**config.mk**
```make
export PLATFORM = sky130hd
export DESIGN_NAME = fp_accum_ctrl
export DESIGN_NICKNAME = d
export VERILOG_FILES = /design/src/rtl/fp_accum_ctrl.sv
export SDC_FILE = /design/constraint.sdc
export NUM_CORES = 1
export LEC_CHECK = 0
export ABC_CLOCK_PERIOD_IN_PS = 3900
export CORE_ASPECT_RATIO = 0.75
export CORE_MARGIN = 2
export CORE_UTILIZATION = 49
export DETAILED_ROUTE_END_ITERATION = 16
export GPL_TIMING_DRIVEN = 0
export PLACE_DENSITY = 0.85
export SYNTH_ARGS = -nofsm -noshare
export SYNTH_HDL_FRONTEND = slang
export SYNTH_SLANG_ARGS = --single-unit
```
**constraint.sdc**
```tcl
create_clock -name clk -period 3.9 [get_ports clk]
set_clock_uncertainty 0.1 [all_clocks]
set_input_delay 0.975 -clock clk [delete_from_list [all_inputs] [get_ports clk]]
set_output_delay 0.975 -clock clk [all_outputs]
set_load 0.005 [all_outputs]
```
**src/rtl/fp_accum_ctrl.sv**
```systemverilog
// Packet accumulator sequencer driving the shared single-precision FP adder.
// Define FP_ACC_ZERO_SKIP_EN to absorb non-first +/-0 terms without an adder transaction.
module fp_accum_ctrl #(
  parameter int CNT_W   = 16,
  parameter int TIMEOUT = 15
) (
  input  logic             clk,
  input  logic             reset,
  input  logic             in_valid,
  input  logic [31:0]      in_data,
  input  logic             in_last,
  output logic             in_ready,
  output logic             add_load,
  output logic [31:0]      add_a,
  output logic [31:0]      add_b,
  input  logic [31:0]      add_result,
  input  logic             add_result_ready,
  output logic             add_result_ack,
  output logic             sum_valid,
  output logic [31:0]      sum_data,
  input  logic             sum_ack,
  output logic [CNT_W-1:0] term_count,
  output logic             err_timeout
);

  localparam int TW = (TIMEOUT > 1) ? $clog2(TIMEOUT) : 1;

  typedef enum logic [2:0] {IDLE, LOAD, WAIT, ACK, DONE} state_t;

  state_t        state;
  logic [31:0]   acc;
  logic          acc_empty;
  logic          last_q;
  logic [TW-1:0] tcnt;
  logic          zero_skip;

`ifdef FP_ACC_ZERO_SKIP_EN
  assign zero_skip = (in_data[30:0] == 31'd0);
`else
  assign zero_skip = 1'b0;
`endif

  // The accumulator only changes outside DONE, so it doubles as the held sum.
  assign sum_data = acc;

  function automatic logic [CNT_W-1:0] sat_inc(input logic [CNT_W-1:0] c);
    return (c == {CNT_W{1'b1}}) ? c : c + CNT_W'(1);
  endfunction

  always_ff @(posedge clk or negedge reset) begin
    if (!reset) begin
      state          <= IDLE;
      acc            <= '0;
      acc_empty      <= 1'b1;
      last_q         <= 1'b0;
      tcnt           <= '0;
      in_ready       <= 1'b0;
      add_load       <= 1'b0;
      add_a          <= '0;
      add_b          <= '0;
      add_result_ack <= 1'b0;
      sum_valid      <= 1'b0;
      term_count     <= '0;
      err_timeout    <= 1'b0;
    end else begin
      case (state)
        IDLE: begin
          in_ready <= 1'b1;
          if (in_valid && in_ready) begin
            if (acc_empty || zero_skip) begin
              // First term seeds the accumulator; skipped zeros leave it alone.
              if (acc_empty) begin
                acc        <= in_data;
                acc_empty  <= 1'b0;
                term_count <= CNT_W'(1);
              end else begin
                term_count <= sat_inc(term_count);
              end
              if (in_last) begin
                state     <= DONE;
                sum_valid <= 1'b1;
                in_ready  <= 1'b0;
              end
            end else begin
              add_a      <= acc;
              add_b      <= in_data;
              add_load   <= 1'b1;
              last_q     <= in_last;
              term_count <= sat_inc(term_count);
              in_ready   <= 1'b0;
              state      <= LOAD;
            end
          end
        end
        LOAD: begin
          add_load <= 1'b0;
          tcnt     <= '0;
          state    <= WAIT;
        end
        WAIT: begin
          if (add_result_ready) begin
            acc            <= add_result;
            add_result_ack <= 1'b1;
            state          <= ACK;
          end else if (tcnt == TW'(TIMEOUT - 1)) begin
            // Ack anyway so a stuck adder is flushed; keep the pre-add sum.
            err_timeout    <= 1'b1;
            add_result_ack <= 1'b1;
            state          <= ACK;
          end else begin
            tcnt <= tcnt + TW'(1);
          end
        end
        ACK: begin
          add_result_ack <= 1'b0;
          if (last_q) begin
            state     <= DONE;
            sum_valid <= 1'b1;
          end else begin
            state    <= IDLE;
            in_ready <= 1'b1;
          end
        end
        DONE: begin
          if (sum_ack) begin
            sum_valid   <= 1'b0;
            acc_empty   <= 1'b1;
            term_count  <= '0;
            err_timeout <= 1'b0;
            in_ready    <= 1'b1;
            state       <= IDLE;
          end
        end
        default: state <= IDLE;
      endcase
    end
  end

endmodule

```
# [After elaboration in Yosys (flattened, before gate mapping)]
# Index checks and enable logic that the tools add are counted.
[totals] register_bits=126 input_bits=70 wordCells=98
[classes] n_bitwise=1 mux=42 n_eq_ne=20 reduce_logical=20 n_addsub=2
[ops] cell="two-way mux 32 bit" n=3
[ops] cell="two-way mux 16 bit" n=4
[ops] cell="case mux 32 bit (2 select lines)" n=1
[ops] cell="case mux 16 bit (2 select lines)" n=1
[ops] cell="inequality test 2 bit (second input constant)" n=11
[ops] cell="two-way mux 3 bit" n=7
[ops] cell="adder 16 x 1 -> 16 bit (second input constant)" n=1
[ops] cell="== test 16 bit (second input constant)" n=1
[ops] cell="two-way mux 1 bit" n=16
[ops] cell="AND reduction 4 bit" n=4
[ops] cell="case mux 3 bit (5 select lines)" n=1
[ops] cell="AND reduction 3 bit" n=5
[ops] cell="nonzero test 2 bit" n=6
[ops] cell="inequality test 3 bit (second input constant)" n=3
[ops] cell="two-way mux 4 bit" n=2
[ops] cell="case mux 1 bit (2 select lines)" n=4
[ops] cell="case mux 4 bit (2 select lines)" n=1
[ops] cell="== test 3 x 2 -> 1 bit (second input constant)" n=2
[ops] cell="case mux 1 bit (3 select lines)" n=2
[ops] cell="AND reduction 6 bit" n=1
[ops] cell="adder 4 x 1 -> 4 bit (second input constant)" n=1
[ops] cell="== test 4 bit (second input constant)" n=1
[ops] cell="== test 3 x 1 -> 1 bit (second input constant)" n=1
[ops] cell="== test 3 bit (second input constant)" n=1
[ops] cell="5 further kinds" n=5

# [Depth between registers and ports, before layout]
# Gate-level depths: netlist of run 1.
[depth] depth_word=5 mapped_depth=8 ltp_nobuf=7

# [Least setup slack after synthesis of run 1]
# No wires, ideal clock.
[synth_timing] path_type="input port to flip-flop" from="input in_valid" to="register term_count[11]" setup_ns=0.083 path_buffers=2 setup_slack_ns=1.675 cell_stages=6 arrival_ns=2.043 path_cell_list="nand2_1 or3_1 buf_6 buf_6 or3_1 o21ai_0"
[synth_via] elab_chain_cells=3
[synth_lines] item="start, declared" line_no="9" rtl="input logic in_valid,"
[synth_lines] item="logical AND 1 bit" line_no="69" rtl="if (in_valid && in_ready) begin"
[synth_lines] item="inequality test 2 bit (no source line)"
[synth_lines] item="AND reduction 4 bit (no source line)"
[synth_lines] item="end signal, assigned" line_no="77" rtl="term_count <= sat_inc(term_count);"
[synth_lines] item="end signal, assigned" line_no="89" rtl="term_count <= sat_inc(term_count);"
[synth_lines] item="end, declared" line_no="22" rtl="output logic [CNT_W-1:0] term_count,"
# Every way passes these cells.
# A chain may end at the register's enable or synchronous reset.

# [Worst setup path after layout of run 1]
[layout_timing] from="input in_valid" to="register acc[14], in the netlist sum_data[14]"
[layout_via] elab_chain_cells=3
[layout_lines] item="logical AND 1 bit" line_no="69"
[layout_lines] item="inequality test 2 bit (no source line)"
[layout_lines] item="AND reduction 4 bit (no source line)"
[layout_lines] item="end signal, assigned" line_no="73" rtl="acc <= in_data;"
[layout_lines] item="end signal, assigned" line_no="102" rtl="acc <= add_result;"
[layout_lines] item="end, declared" line_no="31" rtl="logic [31:0] acc;"
# Every way passes these cells.

==> reports/qor.log, run 1 <==
qor: placed_design.io_buffers 186
qor: logic_synthesis.synth_area_leader sky130_fd_sc_hd__dfrtp_1
qor: drt.antenna_violating_nets_post_route 0
qor: floorplan.fp.dieW 126 um
qor: clock_tree.holdBufCountCts 0
qor: setup_path.ff2ff_path_depth 8
qor: placed_design.gp_routability_congestion 0.879
qor: global_routing.grt_pass1_vias 4632
qor: setup_path.criticalPathCategory primary input to flip-flop
qor: floorplan.fp.dieH 95.9 um
qor: clock_tree.post_cts_resized 0
qor: drt.drc_errors 0
qor: logic_synthesis.yosysSeqAreaShare 0.572
qor: setup_path.r2r_start term_count[0]
qor: clock_tree.numClockSinks 126
qor: clock_tree.cts_tree yes
qor: layout.area_grow_syn2layout 48.8%
qor: setup_path.arrival 3.05 ns
qor: timing.layout_worst_path_cycle_share 0.740
qor: setup_path.reg2reg_slack 1.33 ns
qor: floorplan.fp.dieArea 12100 um2
qor: layout.fin_util 0.750
qor: drt.route.detailed.vias_per_inst 5.50
qor: drt.drt_pass1_iterations 6
qor: run_status.result_of_the_run completed
qor: run.timing.max_cap.violations 0
qor: setup_path.critPathLaunchType primary input
qor: logic_synthesis.mappedNetlistArea 5510 um2
qor: timing.fmax 0.347 GHz
qor: drt.via_count 4548
qor: logic_synthesis.post_synth_num_cell_types 41
qor: floorplan.io-pin-count 187
qor: setup_path.critical_path.endpoint_type flip-flop
qor: placed_design.place_inst 795
qor: layout.layout.nets 747
qor: clock_tree.post_cts_clock_slew_at_the_launch_and_capture_registers_of_the_worst_setup_and_hold_paths 0.06 ns
qor: timing.max_slew_headroom 0.519
qor: placed_design.post-place-ws 0.601 ns
qor: floorplan.effective_utilization_at_floorplan 0.504
qor: clock_tree.h-tree-depth 4
qor: timing.finalSetupViolations 0
qor: power.power_density 844 nW/um2
qor: global_routing.track_usage 0.254
qor: logic_synthesis.avgSynthCellArea 11.8 um2
qor: logic_synthesis.synthCells 468
qor: global_routing.grt_antenna_before_repair 0
qor: clock_tree.post_cts_buffers 0
qor: clock_tree.worst_skew_pair.late_latency 0.41 ns
qor: layout.antennaDiodeCount 0
qor: global_routing.grt_overflow_total 0
qor: drt.detail_route.iter0.violations 348
qor: timing.grt_setup_unrepaired false
qor: drt.detail_route.wirelength 15.2 mm
qor: clock_tree.max-clock-path-buffers 2
qor: power.p_leak 3.38 nW
qor: floorplan.placeableCoreArea 10900 um2
qor: setup_path.critical_path_required 4.06 ns
qor: global_routing.grt_first_pass_wirelength 23.8 mm
qor: logic_synthesis.synth_warnings 0
qor: timing.report.final.slew_viol_count 0
qor: setup_path.timing.rr.end term_count[13]
qor: setup_path.worst_setup_path_startpoint in_valid
qor: power.ir_worst_vdd 0.513 mV
qor: drt.avgRoutedWirePerCell 18.3 um
qor: setup_path.crit_fanout 10
qor: floorplan.placementRows 33
qor: timing.finalWorstSetupSlack 1.01 ns
qor: clock_tree.clock-root-buffer sky130_fd_sc_hd__clkbuf_16
qor: logic_synthesis.yosysTopAreaCellShare 0.567
qor: logic_synthesis.ys_top_cells_by_area sky130_fd_sc_hd__dfrtp_1 57%, sky130_fd_sc_hd__mux2_2 13%, sky130_fd_sc_hd__mux2i_1 6.0%, sky130_fd_sc_hd__a21oi_1 4.8%, sky130_fd_sc_hd__nor2_1 3.7%
qor: layout.layout-drive-gt1-share 0.173
qor: logic_synthesis.synth_seq_cells 126
qor: layout.layout.cells.non_filler 827
qor: hold_path.hold_path_class primary input to async pin
qor: timing.finalHoldViolations 0
qor: timing.max_slew.worst_pin.slew 0.717 ns
qor: global_routing.grt_max_degree 102
qor: timing.final_period_minus_worst_setup_slack 2.89 ns
qor: placed_design.dpl.hpwl 10.9 mm
qor: clock_tree.cts_made_buffers 17
qor: logic_synthesis.synth_nets 541
==> through the flow <==
step / hold WS (ns) / setup TNS, ns / instance area (um2) / power [W]
floorplan: 0.377 / 0 / 5510 / 0.00362
global placement: 0.386 / -374.15 / 7550 / 0.00515
detailed placement: 0.391 / 0 / 7580 / 0.00528
CTS: 0.321 / 0 / 8210 / 0.00697
global route: 0.321 / 0 / 8210 / 0.00732
finish: 0.316 / 0 / 8210 / 0.00693
==> kinds of logic (layout without fill, tap and decap cells) <==
family                   after synthesis  after routing  share of synthesized area
buffers and inverters                 34            253                     0.0320
AND/OR/NAND/NOR                      107            107                     0.0903
AO/OA/AOI/OAI                        100            100                      0.106
flip-flops                           126            126                      0.572
multiplexers                          98             98                      0.193
adder cells (fa/ha/maj)                3              3                    0.00681
==> cell usage after synthesis <==
library cell / number
sky130_fd_sc_hd__nor3_2: 1
sky130_fd_sc_hd__nor2b_1: 1
sky130_fd_sc_hd__nand2b_1: 2
sky130_fd_sc_hd__o31ai_1: 2
sky130_fd_sc_hd__nor2_1: 55
sky130_fd_sc_hd__nand2_1: 18
sky130_fd_sc_hd__a21oi_1: 53
sky130_fd_sc_hd__and3_1: 5
sky130_fd_sc_hd__o21bai_1: 1
sky130_fd_sc_hd__a2111oi_0: 1
sky130_fd_sc_hd__o41ai_4: 1
sky130_fd_sc_hd__and2_1: 1
sky130_fd_sc_hd__buf_2: 9
sky130_fd_sc_hd__ha_1: 3
sky130_fd_sc_hd__o31a_1: 1
sky130_fd_sc_hd__nand3b_1: 1
sky130_fd_sc_hd__a31oi_1: 5
sky130_fd_sc_hd__inv_1: 10
sky130_fd_sc_hd__o21ai_1: 2
sky130_fd_sc_hd__or3_4: 1
sky130_fd_sc_hd__o21a_1: 1
sky130_fd_sc_hd__nand4_1: 5
sky130_fd_sc_hd__o21ba_4: 1
sky130_fd_sc_hd__o2bb2ai_1: 1
sky130_fd_sc_hd__mux2i_1: 33
sky130_fd_sc_hd__o41ai_1: 1
sky130_fd_sc_hd__a221oi_1: 1
sky130_fd_sc_hd__dfstp_2: 1
sky130_fd_sc_hd__o22a_1: 1
sky130_fd_sc_hd__dfrtp_1: 125
sky130_fd_sc_hd__buf_6: 5
sky130_fd_sc_hd__o21ai_0: 21
sky130_fd_sc_hd__nand3_1: 7
sky130_fd_sc_hd__nor3_1: 4
sky130_fd_sc_hd__a21o_1: 2
sky130_fd_sc_hd__clkbuf_1: 10
sky130_fd_sc_hd__mux2_2: 65
sky130_fd_sc_hd__a21boi_0: 1
sky130_fd_sc_hd__o22ai_1: 4
sky130_fd_sc_hd__nand4_4: 1
sky130_fd_sc_hd__or3_1: 5
==> worst max-delay path by stage <==
| stage | to | cells past startpoint |
|---|---|---|
| after detailed placement | sum_data[23] | 7 |
| after global routing | sum_data[24] | 7 |
| final | sum_data[14] | 6 |
| after floorplan | term_count[11] | 6 |
| after global placement | add_a[1] | 1 |
| after CTS | sum_data[14] | 6 |
==> routing by layer <==
layer | GRT usage | wire [um] | vias to the layer above
li1 | - | - | 2088
met1 | 0.313 | 6250 | 2248
met2 | 0.417 | 7400 | 201
met3 | 0.0917 | 1410 | 11
met4 | 0.0934 | 112 | 0
met5 | 0 | 0 | -
==> final cells by class <==
type                            instances  area [um2]
Clock buffer                           20         467
Tap cell                              140         175
Fill cell                             690        2740
Buffer                                 24         139
Clock inverter                         12         159
Inverter                               10        37.5
Multi-Input combinational cell        308        2180
Sequential cell                       126        3150
Timing Repair Buffer                  187        1890
==> state kept, by name, summed over array words and instances (netlist names) <==
name / count
err_timeout: 1
add_a: 32
acc_empty: 1
tcnt: 4
add_b: 32
term_count: 16
add_load: 1
add_result_ack: 1
in_ready: 1
sum_valid: 1
last_q: 1
sum_data: 32
state: 3
==> worst max-delay path, stage by stage <==
cell and delay, ns:
sky130_fd_sc_hd__clkdlybuf4s50_1 0.51, sky130_fd_sc_hd__and3_1 0.21, sky130_fd_sc_hd__mux2i_1 0.09, sky130_fd_sc_hd__nor3_2 0.55, sky130_fd_sc_hd__clkbuf_1 0.55, sky130_fd_sc_hd__a21oi_1 0.15
==> cell usage in the layout (no fill, tap or decap), types with 2 or more instances in the layout <==
master                            count
sky130_fd_sc_hd__o21ai_0             21
sky130_fd_sc_hd__or3_1                5
sky130_fd_sc_hd__a31oi_1              5
sky130_fd_sc_hd__mux2i_1             33
sky130_fd_sc_hd__clkbuf_1            10
sky130_fd_sc_hd__nand2b_1             2
sky130_fd_sc_hd__inv_1               10
sky130_fd_sc_hd__o21ai_1              2
sky130_fd_sc_hd__and3_1               5
sky130_fd_sc_hd__a21oi_1             53
sky130_fd_sc_hd__buf_2                9
sky130_fd_sc_hd__nand2_1             18
sky130_fd_sc_hd__bufinv_16            3
sky130_fd_sc_hd__buf_6                6
sky130_fd_sc_hd__o22ai_1              4
sky130_fd_sc_hd__dfrtp_1            125
sky130_fd_sc_hd__nor2_1              55
sky130_fd_sc_hd__ha_1                 3
sky130_fd_sc_hd__clkdlybuf4s50_1    185
sky130_fd_sc_hd__inv_6                2
sky130_fd_sc_hd__nand3_1              7
sky130_fd_sc_hd__nand4_1              5
sky130_fd_sc_hd__mux2_2              65
sky130_fd_sc_hd__clkinvlp_4           5
sky130_fd_sc_hd__a21o_1               2
sky130_fd_sc_hd__clkbuf_16           17
sky130_fd_sc_hd__clkbuf_8             3
sky130_fd_sc_hd__nor3_1               4
sky130_fd_sc_hd__o31ai_1              2
==> report_power, final <==
group | internal [W] | switching, W
Combinational | 0.00174 | 0.00121
Clock | 0.00106 | 0.000603
Sequential | 0.00191 | 0.000406
Total | 0.00471 | 0.00222
Power figures use the tool's default switching activity.
==> run 2, diff against run 1 <==
==> config.mk (replaced) <==
export PLATFORM = sky130hd
export DESIGN_NAME = fp_accum_ctrl
export DESIGN_NICKNAME = d
export VERILOG_FILES = /design/src/rtl/fp_accum_ctrl.sv
export SDC_FILE = /design/constraint.sdc
export NUM_CORES = 1
export LEC_CHECK = 0
export ABC_CLOCK_PERIOD_IN_PS = 3000
export CORE_ASPECT_RATIO = 0.75
export CORE_MARGIN = 2
export CORE_UTILIZATION = 46
export DETAILED_ROUTE_END_ITERATION = 16
export GPL_TIMING_DRIVEN = 0
export PLACE_DENSITY = 0.81
export SYNTH_ARGS = -nofsm -noshare
export SYNTH_HDL_FRONTEND = slang
export SYNTH_SLANG_ARGS = --single-unit
==> constraint.sdc (replaced) <==
create_clock -name clk -period 3 [get_ports clk]
set_clock_uncertainty 0.1 [all_clocks]
set_input_delay 0.75 -clock clk [delete_from_list [all_inputs] [get_ports clk]]
set_output_delay 0.75 -clock clk [all_outputs]
set_load 0.005 [all_outputs]
==> run 2 against run 1 <==
Compared with the run above:
- first-iteration DRC count shrank 6.9%
- cell area shrank 0.82%
- global-route usage shrank 0.62 points
- worst hold slack lost 0.11 ns
- non-clock buffer count is the same
- sequential power grew 30%
- power grew 26%
- combinational power grew 32%
- cell count grew 2.3%
==> reports/qor.log, run 2 (synthesis gave the netlist of run 1 again) <==
qor: run_status.result_of_the_run completed [unchanged]
qor: drt.avgRoutedWirePerCell 18.3 um [about the same]
qor: setup_path.criticalPathCategory primary input to flip-flop [unchanged]
qor: hold_path.hold_path_class primary input to async pin [unchanged]
qor: timing.finalSetupViolations 0 [unchanged]
qor: power.ir_worst_vdd 0.627 mV [was 0.513 mV]
qor: placed_design.io_buffers 186 [unchanged]
qor: global_routing.grt_overflow_total 0 [unchanged]
qor: layout.final_common_cell sky130_fd_sc_hd__clkdlybuf4s50_1 [unchanged]
qor: timing.report.final.slew_viol_count 0 [unchanged]
qor: clock_tree.cts_made_buffers 17 [unchanged]
qor: timing.finalWorstSetupSlack 0.321 ns [was 1.01 ns]
qor: clock_tree.clock-root-buffer sky130_fd_sc_hd__clkbuf_16 [unchanged]
qor: timing.layout_worst_path_cycle_share 0.893
qor: clock_tree.post_cts_buffers 0 [unchanged]
qor: clock_tree.max-clock-path-buffers 2 [unchanged]
qor: setup_path.critical_path.cell_chain clkdlybuf4s50_1, and3_1, mux2i_1, nor3_2, clkbuf_1, nor2_1, a21oi_1 [was clkdlybuf4s50_1, and3_1, mux2i_1, nor3_2, clkbuf_1, a21oi_1]
qor: setup_path.critical_path.endpoint_type flip-flop [unchanged]
qor: floorplan.fp.dieArea 12900 um2 [was 12100 um2]
qor: global_routing.grt_antenna_before_repair 0 [unchanged]
qor: placed_design.gp_routability_congestion 0.843 [was 0.879]
qor: power.p_total 0.00874 W [was 0.00693 W]
qor: timing.max_slew.worst_pin.slew 0.698 ns [was 0.717 ns]
qor: layout.antennaDiodeCount 0 [unchanged]
qor: timing.final_period_minus_worst_setup_slack 2.68 ns
qor: floorplan.io-pin-count 187 [unchanged]
qor: floorplan.fp.dieW 130 um [was 126 um]
qor: power.power_density 1070 nW/um2 [was 844 nW/um2]
qor: run.timing.max_cap.violations 0 [unchanged]
qor: clock_tree.post_cts_resized 0 [unchanged]
qor: setup_path.critical-path-max-stage-delay 0.55 ns [about the same]
qor: drt.detail_route.iter0.violations 324 [was 348]
qor: setup_path.critical_path_required 3.22 ns [was 4.06 ns]
qor: drt.drt_pass1_iterations 5 [was 6]
qor: layout.layout.nets 747 [unchanged]
qor: timing.grt_setup_unrepaired false [unchanged]
qor: clock_tree.h-tree-depth 4 [unchanged]
qor: clock_tree.post_cts_clock_slew_at_the_launch_and_capture_registers_of_the_worst_setup_and_hold_paths 0.05 ns [was 0.06 ns]
qor: drt.route.detailed.vias_per_inst 5.41 [was 5.50]
qor: placed_design.post-place-ws -0.0608 ns [was 0.601 ns]
qor: clock_tree.numClockSinks 126 [unchanged]
qor: drt.antenna_violating_nets_post_route 0 [unchanged]
qor: global_routing.track_usage 0.248 [was 0.254]
qor: floorplan.effective_utilization_at_floorplan 0.473 [was 0.504]
qor: layout.layout-drive-gt1-share 0.165 [was 0.173]
qor: floorplan.placementRows 34 [was 33]
qor: layout.layout_common_cells 185 x sky130_fd_sc_hd__clkdlybuf4s50_1, 125 x sky130_fd_sc_hd__dfrtp_1, 65 x sky130_fd_sc_hd__mux2_2 [unchanged]
qor: setup_path.arrival 2.90 ns [was 3.05 ns]
qor: clock_tree.cts_tree yes [unchanged]
qor: timing.finalHoldViolations 0 [unchanged]
qor: power.p_leak 3.35 nW [was 3.38 nW]
qor: setup_path.critPathLaunchType primary input [unchanged]
qor: drt.detail_route.wirelength 15.5 mm [was 15.2 mm]
qor: placed_design.dpl.hpwl 11.1 mm [was 10.9 mm]
qor: global_routing.grt_pass1_vias 4719 [was 4632]
qor: floorplan.placeableCoreArea 11700 um2 [was 10900 um2]
qor: timing.accumulated_negative_setup_slack 0 ns [unchanged]
qor: timing.worst_hold_slack 0.203 ns [was 0.316 ns]
qor: layout.area_grow_syn2layout 47.6% [was 48.8%]
qor: drt.drc_errors 0 [unchanged]
qor: global_routing.grt_first_pass_wirelength 24.5 mm [was 23.8 mm]
qor: clock_tree.worst_skew_pair.late_latency 0.40 ns [was 0.41 ns]
qor: drt.via_count 4579 [was 4548]
qor: clock_tree.holdBufCountCts 0 [unchanged]
qor: setup_path.critical-path-slowest-cell sky130_fd_sc_hd__clkbuf_1 [was sky130_fd_sc_hd__nor3_2]
qor: global_routing.grt_max_degree 74 [was 102]
qor: floorplan.fp.dieH 98.8 um [was 95.9 um]
qor: timing.fmax 0.373 GHz
qor: setup_path.crit_fanout 10 [unchanged]
qor: timing.max_slew_headroom 0.533 [was 0.519]
[run 2: cell type report]
cell class                 count  area (um2)
fill                         865        3520
sequential                   126        3150
multi-input combinational    308        2180
timing repair buffer         187        1890
clock buffer                  22         464
tap                          162         203
buffer                        24         139
clock inverter                 7        66.3
inverter                      10        37.5
[run 2: through the flow]
step	util	area, um2	std cells
floorplan	-	5510	468
global placement	0.650	7580	816
detailed placement	0.653	7610	817
CTS	0.698	8140	846
global route	0.698	8140	846
finish	0.698	8140	846
[run 2: final timing paths]
check | start | end | slack, ns | cells after the start
setup / recovery | in_valid | sum_data[21] | 0.32 | 7
hold / removal | reset | add_b[26] | 0.20 | 1
setup reg to reg | term_count[0] | term_count[10] | 0.43 | 8
hold reg to reg | sum_valid | sum_valid | 0.39 | 1
max in group asynchronous | reset | acc_empty | 1.84 | 2
min in group clk | sum_valid | sum_valid | 0.39 | 1
[run 2: per-layer routing]
metal,global-route usage,up-vias,wire (um)
li1,-,2086,-
met1,0.316,2240,6500
met2,0.396,228,7200
met5,0,-,0
met3,0.0999,25,1500
met4,0.0655,0,282
[run 2: power by group]
part	internal, W	switching (W)	total [W]	leakage, nW
Sequential	0.00249	0.000523	0.00301	1.48
Clock	0.00116	0.000691	0.00185	0.261
Combinational	0.00227	0.00161	0.00388	1.60
[run 2: worst max-delay path, delay by kind of cell]
| kind | cells | cell delay [ns] |
|---|---|---|
| buffers and inverters | 2 | 1.07 |
| and+or+nand+nor | 3 | 0.83 |
| AOI/OAI and AO/OA | 1 | 0.15 |
| muxes | 1 | 0.09 |
